File: src/rtl/tts_ctrl_pkg.sv
// Shared types and constants for the Tiny Tapestation NES/SNES controller poller.
// Button indices follow the SNES shift order; NES aliases map onto the same bit positions.
package tts_ctrl_pkg;

    typedef enum logic [1:0] {
        ST_IDLE  = 2'd0,
        ST_LATCH = 2'd1,
        ST_SHIFT = 2'd2,
        ST_DONE  = 2'd3
    } ctrl_state_e;

    localparam int MAX_BITS = 16;

    localparam int BTN_B      = 0;
    localparam int BTN_Y      = 1;
    localparam int BTN_SELECT = 2;
    localparam int BTN_START  = 3;
    localparam int BTN_UP     = 4;
    localparam int BTN_DOWN   = 5;
    localparam int BTN_LEFT   = 6;
    localparam int BTN_RIGHT  = 7;
    localparam int BTN_A      = 8;
    localparam int BTN_X      = 9;
    localparam int BTN_L      = 10;
    localparam int BTN_R      = 11;

    // An NES pad shifts A first, where an SNES pad shifts B.
    localparam int NES_A      = BTN_B;
    localparam int NES_B      = BTN_Y;
    localparam int NES_SELECT = BTN_SELECT;
    localparam int NES_START  = BTN_START;
    localparam int NES_UP     = BTN_UP;
    localparam int NES_DOWN   = BTN_DOWN;
    localparam int NES_LEFT   = BTN_LEFT;
    localparam int NES_RIGHT  = BTN_RIGHT;

    function automatic int nbits_for(input int snes_mode);
        return (snes_mode != 0) ? MAX_BITS : 8;
    endfunction

endpackage

File: src/rtl/tts_ctrl_port_shifter.sv
// Per-pad capture: assembles one transaction's raw word, detects connection and press edges.
// Optional two-transaction stability filter selected by `CTRL_FILTER_EN.
module tts_ctrl_port_shifter
    import tts_ctrl_pkg::*;
#(
    parameter int NBITS = 16
) (
    input  logic                CLK,
    input  logic                RST,
    input  logic                clear,
    input  logic                sample,
    input  logic [3:0]          bit_idx,
    input  logic                data,
    input  logic                commit,
    output logic [MAX_BITS-1:0] buttons,
    output logic [MAX_BITS-1:0] pressed,
    output logic                connected
);

    localparam logic [MAX_BITS-1:0] MASK = MAX_BITS'((32'd1 << NBITS) - 32'd1);

    logic [MAX_BITS-1:0] raw;
    logic [MAX_BITS-1:0] btn_new;
    logic                conn_new;
    logic                take;

    // Pads are active-low; the word is cleared at latch start so NES upper bits stay 0.
    always_ff @(posedge CLK) begin
        if (clear) begin
            raw <= '0;
        end else if (sample) begin
            raw[bit_idx] <= ~data;
        end
    end

    // A floating pin pulled low reads as every button held: treat that as unplugged.
    assign conn_new = ~(&(raw | ~MASK));
    assign btn_new  = conn_new ? (raw & MASK) : '0;

`ifdef CTRL_FILTER_EN
    logic [MAX_BITS-1:0] prev_raw;
    logic                primed;

    always_ff @(posedge CLK) begin
        if (commit) begin
            prev_raw <= raw;
        end
    end

    always_ff @(posedge CLK) begin
        if (RST) begin
            primed <= 1'b0;
        end else if (commit) begin
            primed <= 1'b1;
        end
    end

    assign take = primed && (raw == prev_raw);
`else
    assign take = 1'b1;
`endif

    always_ff @(posedge CLK) begin
        if (RST) begin
            buttons   <= '0;
            pressed   <= '0;
            connected <= 1'b0;
        end else begin
            pressed <= '0;
            if (commit && take) begin
                buttons   <= btn_new;
                pressed   <= btn_new & ~buttons;
                connected <= conn_new;
            end
        end
    end

endmodule

File: src/rtl/tts_controller_poller.sv
// NES/SNES multi-pad poller: drives the shared latch/clock and publishes per-port button words.
// Define CTRL_FILTER_EN to require two identical consecutive reads before a word is committed.
module tts_controller_poller
    import tts_ctrl_pkg::*;
#(
    parameter int N_PORTS     = 2,
    parameter int SNES_MODE   = 1,
    parameter int CLK_DIV     = 600,
    parameter int POLL_PERIOD = 1666666
) (
    input  logic                    CLK,
    input  logic                    RST,
    input  logic [N_PORTS-1:0]      CTRL_DATA,
    output logic                    CTRL_LATCH,
    output logic                    CTRL_CLK,
    output logic [N_PORTS*16-1:0]   BUTTONS,
    output logic [N_PORTS*16-1:0]   PRESSED,
    output logic [N_PORTS-1:0]      CONNECTED,
    output logic                    VALID
);

    localparam int NBITS = nbits_for(SNES_MODE);
    localparam int DIV_W = $clog2(2 * CLK_DIV + 1);
    localparam int PER_W = $clog2(POLL_PERIOD + 1);

    localparam logic [1:0] S_IDLE  = ST_IDLE;
    localparam logic [1:0] S_LATCH = ST_LATCH;
    localparam logic [1:0] S_SHIFT = ST_SHIFT;
    localparam logic [1:0] S_DONE  = ST_DONE;

    localparam logic [DIV_W-1:0] LATCH_LAST = DIV_W'(2 * CLK_DIV - 1);
    localparam logic [DIV_W-1:0] HALF_LAST  = DIV_W'(CLK_DIV - 1);
    localparam logic [PER_W-1:0] PER_LAST   = PER_W'(POLL_PERIOD - 1);
    localparam logic [3:0]       BIT_LAST   = 4'(NBITS - 1);

    logic [1:0]       state;
    logic [DIV_W-1:0] div_cnt;
    logic [3:0]       bit_cnt;
    logic [PER_W-1:0] per_cnt;
    logic             clk_high;
    logic             first_poll;

    logic             go;
    logic             half_end;
    logic             sample;
    logic             commit;

    assign go       = (state == S_IDLE) && (first_poll || (per_cnt == PER_LAST));
    assign half_end = (state == S_SHIFT) && (div_cnt == HALF_LAST);
    assign sample   = half_end && !clk_high;
    // Commit on the edge into DONE so the outputs are already fresh while VALID is high.
    assign commit   = half_end && clk_high && (bit_cnt == BIT_LAST);

    always_ff @(posedge CLK) begin
        if (RST) begin
            state      <= S_IDLE;
            div_cnt    <= '0;
            bit_cnt    <= '0;
            per_cnt    <= '0;
            clk_high   <= 1'b0;
            first_poll <= 1'b1;
        end else begin
            // Saturating, so a short POLL_PERIOD simply yields back-to-back polls.
            if (per_cnt != PER_LAST) begin
                per_cnt <= per_cnt + 1'b1;
            end
            case (state)
                S_IDLE: begin
                    if (go) begin
                        state      <= S_LATCH;
                        div_cnt    <= '0;
                        per_cnt    <= '0;
                        first_poll <= 1'b0;
                    end
                end
                S_LATCH: begin
                    if (div_cnt == LATCH_LAST) begin
                        state    <= S_SHIFT;
                        div_cnt  <= '0;
                        bit_cnt  <= '0;
                        clk_high <= 1'b0;
                    end else begin
                        div_cnt <= div_cnt + 1'b1;
                    end
                end
                S_SHIFT: begin
                    if (half_end) begin
                        div_cnt  <= '0;
                        clk_high <= ~clk_high;
                        if (clk_high) begin
                            if (bit_cnt == BIT_LAST) begin
                                state <= S_DONE;
                            end else begin
                                bit_cnt <= bit_cnt + 4'd1;
                            end
                        end
                    end else begin
                        div_cnt <= div_cnt + 1'b1;
                    end
                end
                default: begin
                    state <= S_IDLE;
                end
            endcase
        end
    end

    assign CTRL_LATCH = (state == S_LATCH);
    assign CTRL_CLK   = !((state == S_SHIFT) && !clk_high);
    assign VALID      = (state == S_DONE);

    genvar p;
    generate
        for (p = 0; p < N_PORTS; p++) begin : g_port
            tts_ctrl_port_shifter #(
                .NBITS (NBITS)
            ) u_shifter (
                .CLK       (CLK),
                .RST       (RST),
                .clear     (go),
                .sample    (sample),
                .bit_idx   (bit_cnt),
                .data      (CTRL_DATA[p]),
                .commit    (commit),
                .buttons   (BUTTONS[16*p +: 16]),
                .pressed   (PRESSED[16*p +: 16]),
                .connected (CONNECTED[p])
            );
        end
    endgenerate

endmodule

File: config.mk
export PLATFORM = sky130hd
export DESIGN_NAME = tts_controller_poller
export DESIGN_NICKNAME = d
export VERILOG_FILES = /design/src/rtl/tts_ctrl_pkg.sv /design/src/rtl/tts_ctrl_port_shifter.sv /design/src/rtl/tts_controller_poller.sv
export SDC_FILE = /design/constraint.sdc
export NUM_CORES = 1
export LEC_CHECK = 0
export ABC_AREA = 1
export CAP_MARGIN = 5
export CORE_ASPECT_RATIO = 1.25
export CORE_MARGIN = 5
export CORE_UTILIZATION = 50
export DETAILED_ROUTE_END_ITERATION = 10
export GPL_ROUTABILITY_DRIVEN = 0
export HOLD_SLACK_MARGIN = 0.02
export PLACE_DENSITY = 0.73
export RECOVER_POWER = 50
export SLEW_MARGIN = 10
export SYNTH_ARGS = -nofsm -noshare
export SYNTH_HDL_FRONTEND = slang
export SYNTH_HIERARCHICAL = 1
export SYNTH_SLANG_ARGS = --single-unit
File: constraint.sdc
create_clock -name CLK -period 4.41 [get_ports CLK]
set_input_delay 1.323 -clock CLK [delete_from_list [all_inputs] [get_ports CLK]]
set_output_delay 1.323 -clock CLK [all_outputs]
set_load 0.03 [all_outputs]
==> results.sh <==
export IMPL_pwr_density_cell_nw_per_um2=438
export IMPL_power_switching_uw=926
export IMPL_yosys_register_bits=138
export IMPL_timing_critical_path_required_ns=3.09
export IMPL_cts_htree_levels=4
export IMPL_avgSynthCellArea_um2=7.52
export IMPL_dpl_hpwl_um=8970
export IMPL_timing_critical_path_fanout_max=7
export IMPL_area_used_by_multi_input_combinational_logic_um2=2660
export IMPL_min_path_type="reg2reg"
export IMPL_core_area_um2=11600
export IMPL_area_growth_from_synthesis_to_layout_pct=23.0
export IMPL_worst_endpoint_arrival_ns=2.24
export IMPL_antenna_found_initial=0
export IMPL_cts_tree="done"
export IMPL_grt_pass1_wl_um=21900
export IMPL_fillerInstances=987
export IMPL_drt_iter0_drc=268
export IMPL_layout_cells_most_common_list="170 x nand2_1, 138 x dfxtp_1, 125 x nor2_1"
export IMPL_ir_worst_vdd_mv=0.296
export IMPL_final_critical_path_share_of_the_clock_period=0.807
export IMPL_remaining_global_route_overflow=0
export IMPL_synth_main_ff_cell="dfxtp_1"
export IMPL_total_buffers_and_inverters_traversed_by_the_critical_path=4
export IMPL_setup_slack_ns=0.851
export IMPL_share_of_final_layout_standard_cells_stronger_than_drive_strength_1=0.0830
export IMPL_ys_seq_area_frac=0.471
export IMPL_gr_usage_total=0.186
export IMPL_cp_end_kind="output pin"
export IMPL_seqPwrFrac=0.417
export IMPL_fin_nets=867
export IMPL_grt_max_degree=22
export IMPL_floorplan_initialDensity=0.507
export IMPL_cts_post_setup_buffers_inserted=0
export IMPL_critPathTopFamily="buffers and inverters"
export IMPL_design_power_total_mw=3.16
export IMPL_die_width_um=107
export IMPL_final_min_clock_period_ns=3.56
export IMPL_fp_dieArea_um2=14000
export IMPL_layout_cells_most_common="nand2_1"
export IMPL_cp_cell_sequence="inv_1, ha_1, inv_1, nor2_1, inv_1, clkdlybuf4s50_1"
export IMPL_numClockSinks=138
export IMPL_final_max_slew_violation_count=0
export IMPL_sequential_cell_area_um2=2760
export IMPL_synthesis_instances=780
export IMPL_cp_slowest_cell="clkdlybuf4s50_1"
export IMPL_synth_edf_count=0
export IMPL_finalSetupTns_ns=0
export IMPL_rsz_0062_raised_after_global_routing="no"
export IMPL_worst_slack_at_placement_ns=0.852
export IMPL_routed_wire_length_per_instance_um=12.6
export IMPL_power_clock_fraction=0.437
export IMPL_cts_root_to_sink_buffers=2
export IMPL_numCtsBuffers=17
export IMPL_fmax_ghz=0.281
export IMPL_setup_violations=0
export IMPL_share_comb_of_total_power=0.146
export IMPL_antenna_cells=0
export IMPL_overall_via_count_from_detail_route=5139
export IMPL_count_of_hold_buffers_inserted_by_post_cts_repair=0
export IMPL_vias_in_the_first_global_route=4903
export IMPL_number_of_rows_created_at_floorplan=44
export IMPL_finalHoldViolations=0
export IMPL_holdWs_ns=0.429
export IMPL_wirelength_um=12600
export IMPL_syn_nets=793
export IMPL_syn_area_um2=5870
export IMPL_outcome="completed"
export IMPL_top_level_port_count=73
export IMPL_root_buffer="clkbuf_16"
export IMPL_power_switching_share=0.293
export IMPL_timing_critical_path_mode_cell="inv_1"
export IMPL_synth_cell_types=32
export IMPL_route_detailed_drc=0
export IMPL_drt_pass1_iterations=7
export IMPL_setup_worst_path_start_class="flop"
export IMPL_ys_warn_count=6
export IMPL_floorplan_die_height_um=131
export IMPL_postRouteAntennaNets=0
export IMPL_drv_max_cap_violation_count=0
export IMPL_portBuffers=72
export IMPL_cellLeakagePower_nw=3.17
export IMPL_async_flop_share=0
export IMPL_worstMarginPinSlew_ns=0.933
export IMPL_postCtsResizedCells=0
export IMPL_post_drt_via_cell_ratio=5.11
export IMPL_criticalPathCategory="reg2out"
export IMPL_clkSlewWorstSetupHoldPaths_ns=0.06
export IMPL_insertion_delay_ns=0.41
export IMPL_max_slew_margin_rel=0.376
export IMPL_fin_worst_skew_ns=0.00877
export IMPL_power_internal_mw=2.23
export IMPL_worst_path_largest_cell_delay_ns=0.69
## cell usage after synthesis (6+ instances only)
cell	n	area, um2
dfxtp_1	138	2760
a21oi_1	45	225
nand4_1	11	68.8
o21ai_0	37	185
nand3_1	67	335
nor2_2	9	56.3
ha_1	9	113
nand2_1	170	638
nor3_1	11	55.1
inv_1	81	304
nor2_1	125	469
nand3_2	20	200
xor2_1	9	78.8
buf_6	6	67.6
## power groups by stage
stage | clock (mW) | sequential, mW | combinational (mW)
3_5_place_dp | 0 | 1.34 | 0.454
4_1_cts | 1.40 | 1.32 | 0.460
5_1_grt | 1.47 | 1.32 | 0.518
3_3_place_gp | 0 | 1.34 | 0.435
2_1_floorplan | 0 | 1.33 | 0.379
6_report | 1.38 | 1.32 | 0.463
## cell type report
cell class / count / area share
tap: 138 / 0.0239
sequential: 138 / 0.383
clock buffer: 19 / 0.0627
clock inverter: 13 / 0.0182
multi-input combinational: 541 / 0.369
inverter: 84 / 0.0437
timing repair buffer: 72 / 0.0998
## path summary, 6_finish.rpt
kind / endpoint / slack [ns] / from / depth (start not counted)
setup / recovery: CTRL_CLK / 0.85 / state[0] / 6
hold / removal: g_port[1].u_shifter/pressed[9] / 0.43 / g_port[1].u_shifter/buttons[9] / 1
setup reg to reg: g_port[1].u_shifter/pressed[12] / 1.44 / bit_cnt[0] / 9
hold reg to reg: g_port[1].u_shifter/pressed[9] / 0.43 / g_port[1].u_shifter/buttons[9] / 1
## registers in the layout, summed over array words and instances, names as in the netlist
name and cells:
clk_high 1, state 2, g_port.u_shifter/pressed 32, div_cnt 11
g_port.u_shifter/connected 2, g_port.u_shifter/raw 32, g_port.u_shifter/buttons 32, per_cnt 21
first_poll 1, bit_cnt 4
## stage by stage
step | cell area, um2 | std cells | util
6_report | 7220 | 1005 | 0.624
5_1_grt | 7220 | 1005 | 0.624
4_1_cts | 7220 | 1005 | 0.624
3_5_place_dp | 6630 | 973 | 0.574
3_3_place_gp | 6630 | 973 | 0.574
2_1_floorplan | 5870 | 780 | -
## kinds of logic (layout without fill, tap and decap cells)
kind of cell,after synthesis,count (layout),share of synthesized area
compound gates,89,89,0.0787
flops,138,138,0.471
buf+inv,101,188,0.0753
fa+ha+maj,9,9,0.0192
simple gates,432,432,0.340
xor+xnor,11,11,0.0164
## layer usage
layer,wire [um],global-route usage,vias to the layer above
li1,-,-,2647
met1,5550,0.222,2356
met2,6340,0.319,120
met3,605,0.0496,16
met4,144,0.0689,0
met5,0,0,-
(Power assumes the default switching activity.)
==> edit 1: new RTL, same flow settings <==
The parameter `CLK_DIV` goes from 600 to 300.
--- a/src/rtl/tts_controller_poller.sv
+++ b/src/rtl/tts_controller_poller.sv
@@ -5,7 +5,7 @@
 #(
     parameter int N_PORTS     = 2,
     parameter int SNES_MODE   = 1,
-    parameter int CLK_DIV     = 600,
+    parameter int CLK_DIV     = 300,
     parameter int POLL_PERIOD = 1666666
 ) (
     input  logic                    CLK,
Formal check against the unedited RTL: same outputs for any inputs over 10 cycles, from zero or initial values and one cycle with RST high; that may be too few to reach the edited logic, so the function may still have changed.
==> edit 1 against the unedited design <==
- count of clock-buffer cells in the layout unchanged
- final cell count decreased by 1.4%
- sequential cell count decreased by 1
- area after synthesis decreased by 0.85%
- maximum frequency increased by 3.0%
- critical path depth unchanged
- register-to-register slack got worse by 0.19 ns
- power decreased by 0.86%
- wire length decreased by 1.2%
- design area decreased by 1.1%
- first-iteration DRC count decreased by 23%
- setup slack improved by 0.10 ns
- largest cell class unchanged
- largest power group unchanged
==> edit 1: results <==
[outcome]
outcome = "complete, no violations"

[logic_synthesis]
yosysSeqAreaShare = 0.471
yosys-top-cells-area = "dfxtp_1 (47%), nand2_1 (11%), nor2_1 (7.8%)"
synth.top_cells.by_count = "nand2_1 (172), dfxtp_1 (137), nor2_1 (121), inv_1 (75), nand3_1 (66)"
synth_xor_area_frac = 0.0166
ys_types = 36
synth_warnings = 6
synth_compound_area_frac = 0.0727

[global_routing]
grt_overflow = 0
grt_pass1_vias = 4888
grt_usage = 0.186
grt_max_degree = 21

[pwr]
ir_drop_uv = 252
p_leak_uw = 0.00302
p_sw_frac = 0.291

[place]
dpl.hpwl_mm = 8.90
pre_cts_ws_ns = 1.15

[final_layout]
diodes = 0
fill_cells = 995
drive_gt1_frac = 0.102
final_nets = 854

[sta]
worstMarginPinSlew_ns = 1.40
whs_ns = 0.437
finalCriticalPeriod_ns = 3.45
clock-skew-final_ns = 0.0155

[route]
dr_total_vias = 5054
met1Wirelength_mm = 5.02
avgRoutedWirePerCell_um = 12.6
drtIter0Drc = 206
drtPass1Iterations = 5
met2_length_mm = 6.71

[hold_path]
min_path_type = "flop to flop"

[critical_path]
arrival_ns = 2.13
rrSetupSlack_ns = 1.25
reg2reg_depth = 8
r2r_end = "g_port[0].u_shifter/pressed[1]"
worstPathMaxFanout = 6

[clock_network]
cts_buffers = 17
cts_resized = 0
## edit 1: changes by cell type after synthesis, moves of 3 or more
| cell | delta |
|---|---|
| a21oi_1 | -5 |
| a31oi_1 | -3 |
| inv_1 | -6 |
| inv_2 | +5 |
| nand2_2 | +4 |
| nand4_1 | -6 |
| nor2_1 | -4 |
| nor2_2 | +3 |
| nor2_4 | +3 |
| nor3_1 | -8 |
| nor3b_1 | -4 |
## edit 1: cells by family after synthesis
| logic type | Yosys count |
|---|---|
| AO/OA/AOI/OAI | 82 |
| XOR/XNOR | 11 |
| adder cells (fa/ha/maj) | 9 |
| buffers and inverters | 100 |
| flip-flops | 137 |
| AND/OR/NAND/NOR | 426 |
## edit 1: through the flow
step / instances / area [µm²]
3_3_place_gp: 960 / 6600
3_5_place_dp: 960 / 6600
6_report: 991 / 7140
5_1_grt: 991 / 7140
2_1_floorplan: 765 / 5820
4_1_cts: 991 / 7170
## edit 1: worst min path at each step
| stage | slack [ns] | cells after the start | to |
|---|---|---|---|
| 2_1_floorplan | 0.45 | 2 | g_port[0].u_shifter/pressed[10] |
| 3_5_place_dp | 0.43 | 1 | g_port[1].u_shifter/pressed[13] |
| 6_report | 0.44 | 1 | g_port[1].u_shifter/pressed[9] |
| 4_1_cts | 0.44 | 1 | g_port[1].u_shifter/pressed[9] |
| 3_3_place_gp | 0.42 | 1 | g_port[0].u_shifter/pressed[9] |
| 5_1_grt | 0.46 | 1 | g_port[0].u_shifter/pressed[0] |
## edit 1: layer usage
metal  track usage  up-vias
met3        0.0565       16
met2         0.347      118
met4        0.0737        0
li1              -     2581
met5             0        -
met1         0.198     2339
## edit 1: cell type report
class	instances	area [µm²]	share of cell area
clock inverters	12	116	0.0163
inverters	83	312	0.0436
multi-input cells	528	2620	0.367
repair buffers	74	728	0.102
clock buffers	19	453	0.0634
well taps	138	173	0.0242
flip-flops and latches	137	2740	0.384
## edit 1: power by group through the flow
stage / combinational (µW) / clock [µW] / sequential, µW
final: 468 / 1350 / 1310
after global routing: 536 / 1440 / 1320
after CTS: 469 / 1380 / 1310
after floorplan: 400 / 0 / 1330
after global placement: 450 / 0 / 1330
after detailed placement: 464 / 0 / 1340
==> edit 2: new RTL, config.mk and constraints unchanged <==
Made on the original files. Register the outputs `CTRL_LATCH` and `VALID`, with the module's reset; this adds one clock of latency there. The other outputs are not delayed to match.
--- a/src/rtl/tts_controller_poller.sv
+++ b/src/rtl/tts_controller_poller.sv
@@ -105,9 +105,16 @@
         end
     end
 
-    assign CTRL_LATCH = (state == S_LATCH);
     assign CTRL_CLK   = !((state == S_SHIFT) && !clk_high);
-    assign VALID      = (state == S_DONE);
+    always_ff @(posedge CLK) begin
+        if (RST) begin
+            CTRL_LATCH <= '0;
+            VALID      <= '0;
+        end else begin
+            CTRL_LATCH <= (state == S_LATCH);
+            VALID      <= (state == S_DONE);
+        end
+    end
 
     genvar p;
     generate
Behaviour: not the same (a bounded check fails within 4 cycles, from zero or initial values and one cycle with RST high).
==> edit 2 against the unedited design <==
- design area increased by 1.7%
- non-clock buffer count increased by 1
- area after synthesis increased by 1.4%
- clock power increased by 7%
- sequential cell count increased by 2
- power increased by 3.3%
- maximum frequency decreased by 2.7%
- setup slack got worse by 0.099 ns
- die area increased by 1.3%
- wire length decreased by 0.67%
- utilization increased by 0.77 points
- synthesized cell count increased by 1.3%
==> edit 2: results <==
[global_routing]
grt_pass1_wl_mm = 21.9
grt_usage = 0.185
antenna_found_initial = 0
grt_max_degree = 21
grt_pass1_vias = 4932

[logic_synthesis]
synth_compound_area_frac = 0.0770
yosysSeqAreaShare = 0.471
synth.top_cells.by_count = "nand2_1 (166), dfxtp_1 (140), nor2_1 (133), inv_1 (81), nand3_1 (67)"
synth_xor_area_frac = 0.0147
ys_types = 30
yosys-top-cells-area = "dfxtp_1 (47%), nand2_1 (10%), nor2_1 (8.4%)"
synth_cells = 790
synth_nets = 803

[place]
dpl-instance-area_um2 = 6740
pre_cts_ws_ns = 1.18
dp.cells = 1005
dpl.hpwl_mm = 8.99

[pwr]
ir_drop_uv = 255
p_leak_uw = 0.00306
power_switching_uw = 886

[route]
drtIter0Drc = 286
drtPass1Iterations = 5
met1Wirelength_mm = 5.38
met2_length_mm = 6.37
dr_total_vias = 5142
route.met3.wl_um = 599
avgRoutedWirePerCell_um = 12.1
routed_wl_mm = 12.6

[sta]
finalCriticalPeriod_ns = 3.66
relSlewSlack = 0.108
clock-skew-final_ns = 0.00930

[final_layout]
fill_cells = 1031
final_nets = 876
drive_gt1_frac = 0.0947

[critical_path]
arrival_ns = 2.33
cpMaxStageDelayCell = "clkdlybuf4s50_1"
timing.rr.start = "state[0]"

[clock_network]
h-tree-depth = 4
post-cts-setup-buffer-count = 0

[outcome]
outcome = "complete, no violations"

[hold_path]
hold_start = "g_port[0].u_shifter/buttons[6]"
[edit 2: worst paths after layout]
kind	end	slack, ns	cells after the start
hold reg to reg	g_port[0].u_shifter/pressed[6]	0.43	1
setup / recovery	CTRL_CLK	0.75	6
setup reg to reg	g_port[0].u_shifter/pressed[0]	1.37	10
hold / removal	g_port[0].u_shifter/pressed[6]	0.43	1
[edit 2: layout make-up]
type | count | area, µm² | area share
clock inverter | 14 | 195 | 0.0266
sequential | 140 | 2800 | 0.382
tap | 161 | 201 | 0.0274
multi-input combinational | 547 | 2670 | 0.364
clock buffer | 18 | 429 | 0.0585
inverter | 84 | 315 | 0.0429
timing repair buffer | 73 | 724 | 0.0987
[edit 2: worst reg2reg max path, delay by kind of cell, from the launching register on]
kind | cells | cell delay, ns
adder cells (fa/ha/maj) | 1 | 0.26
buffers and inverters | 3 | 0.33
AND/OR/NAND/NOR | 6 | 2.05
flip-flops | 1 | 0.34
[edit 2: kinds of logic after synthesis]
group                    count (synthesis)
flip-flops                             140
buffers and inverters                  103
AO/OA/AOI/OAI                           89
XOR/XNOR                                10
AND/OR/NAND/NOR                        439
adder cells (fa/ha/maj)                  9
[edit 2: per-layer routing]
layer,vias to the layer above,GRT usage
met4,0,0.0716
met3,23,0.0514
li1,2671,-
met1,2339,0.211
met5,-,0
met2,109,0.323
[edit 2: power groups by stage]
stage,Sequential (µW),Clock (µW),Combinational [µW]
6_report,1340,1480,451
3_5_place_dp,1360,0,449
3_3_place_gp,1360,0,433
2_1_floorplan,1360,0,375
5_1_grt,1340,1570,517
4_1_cts,1340,1500,453
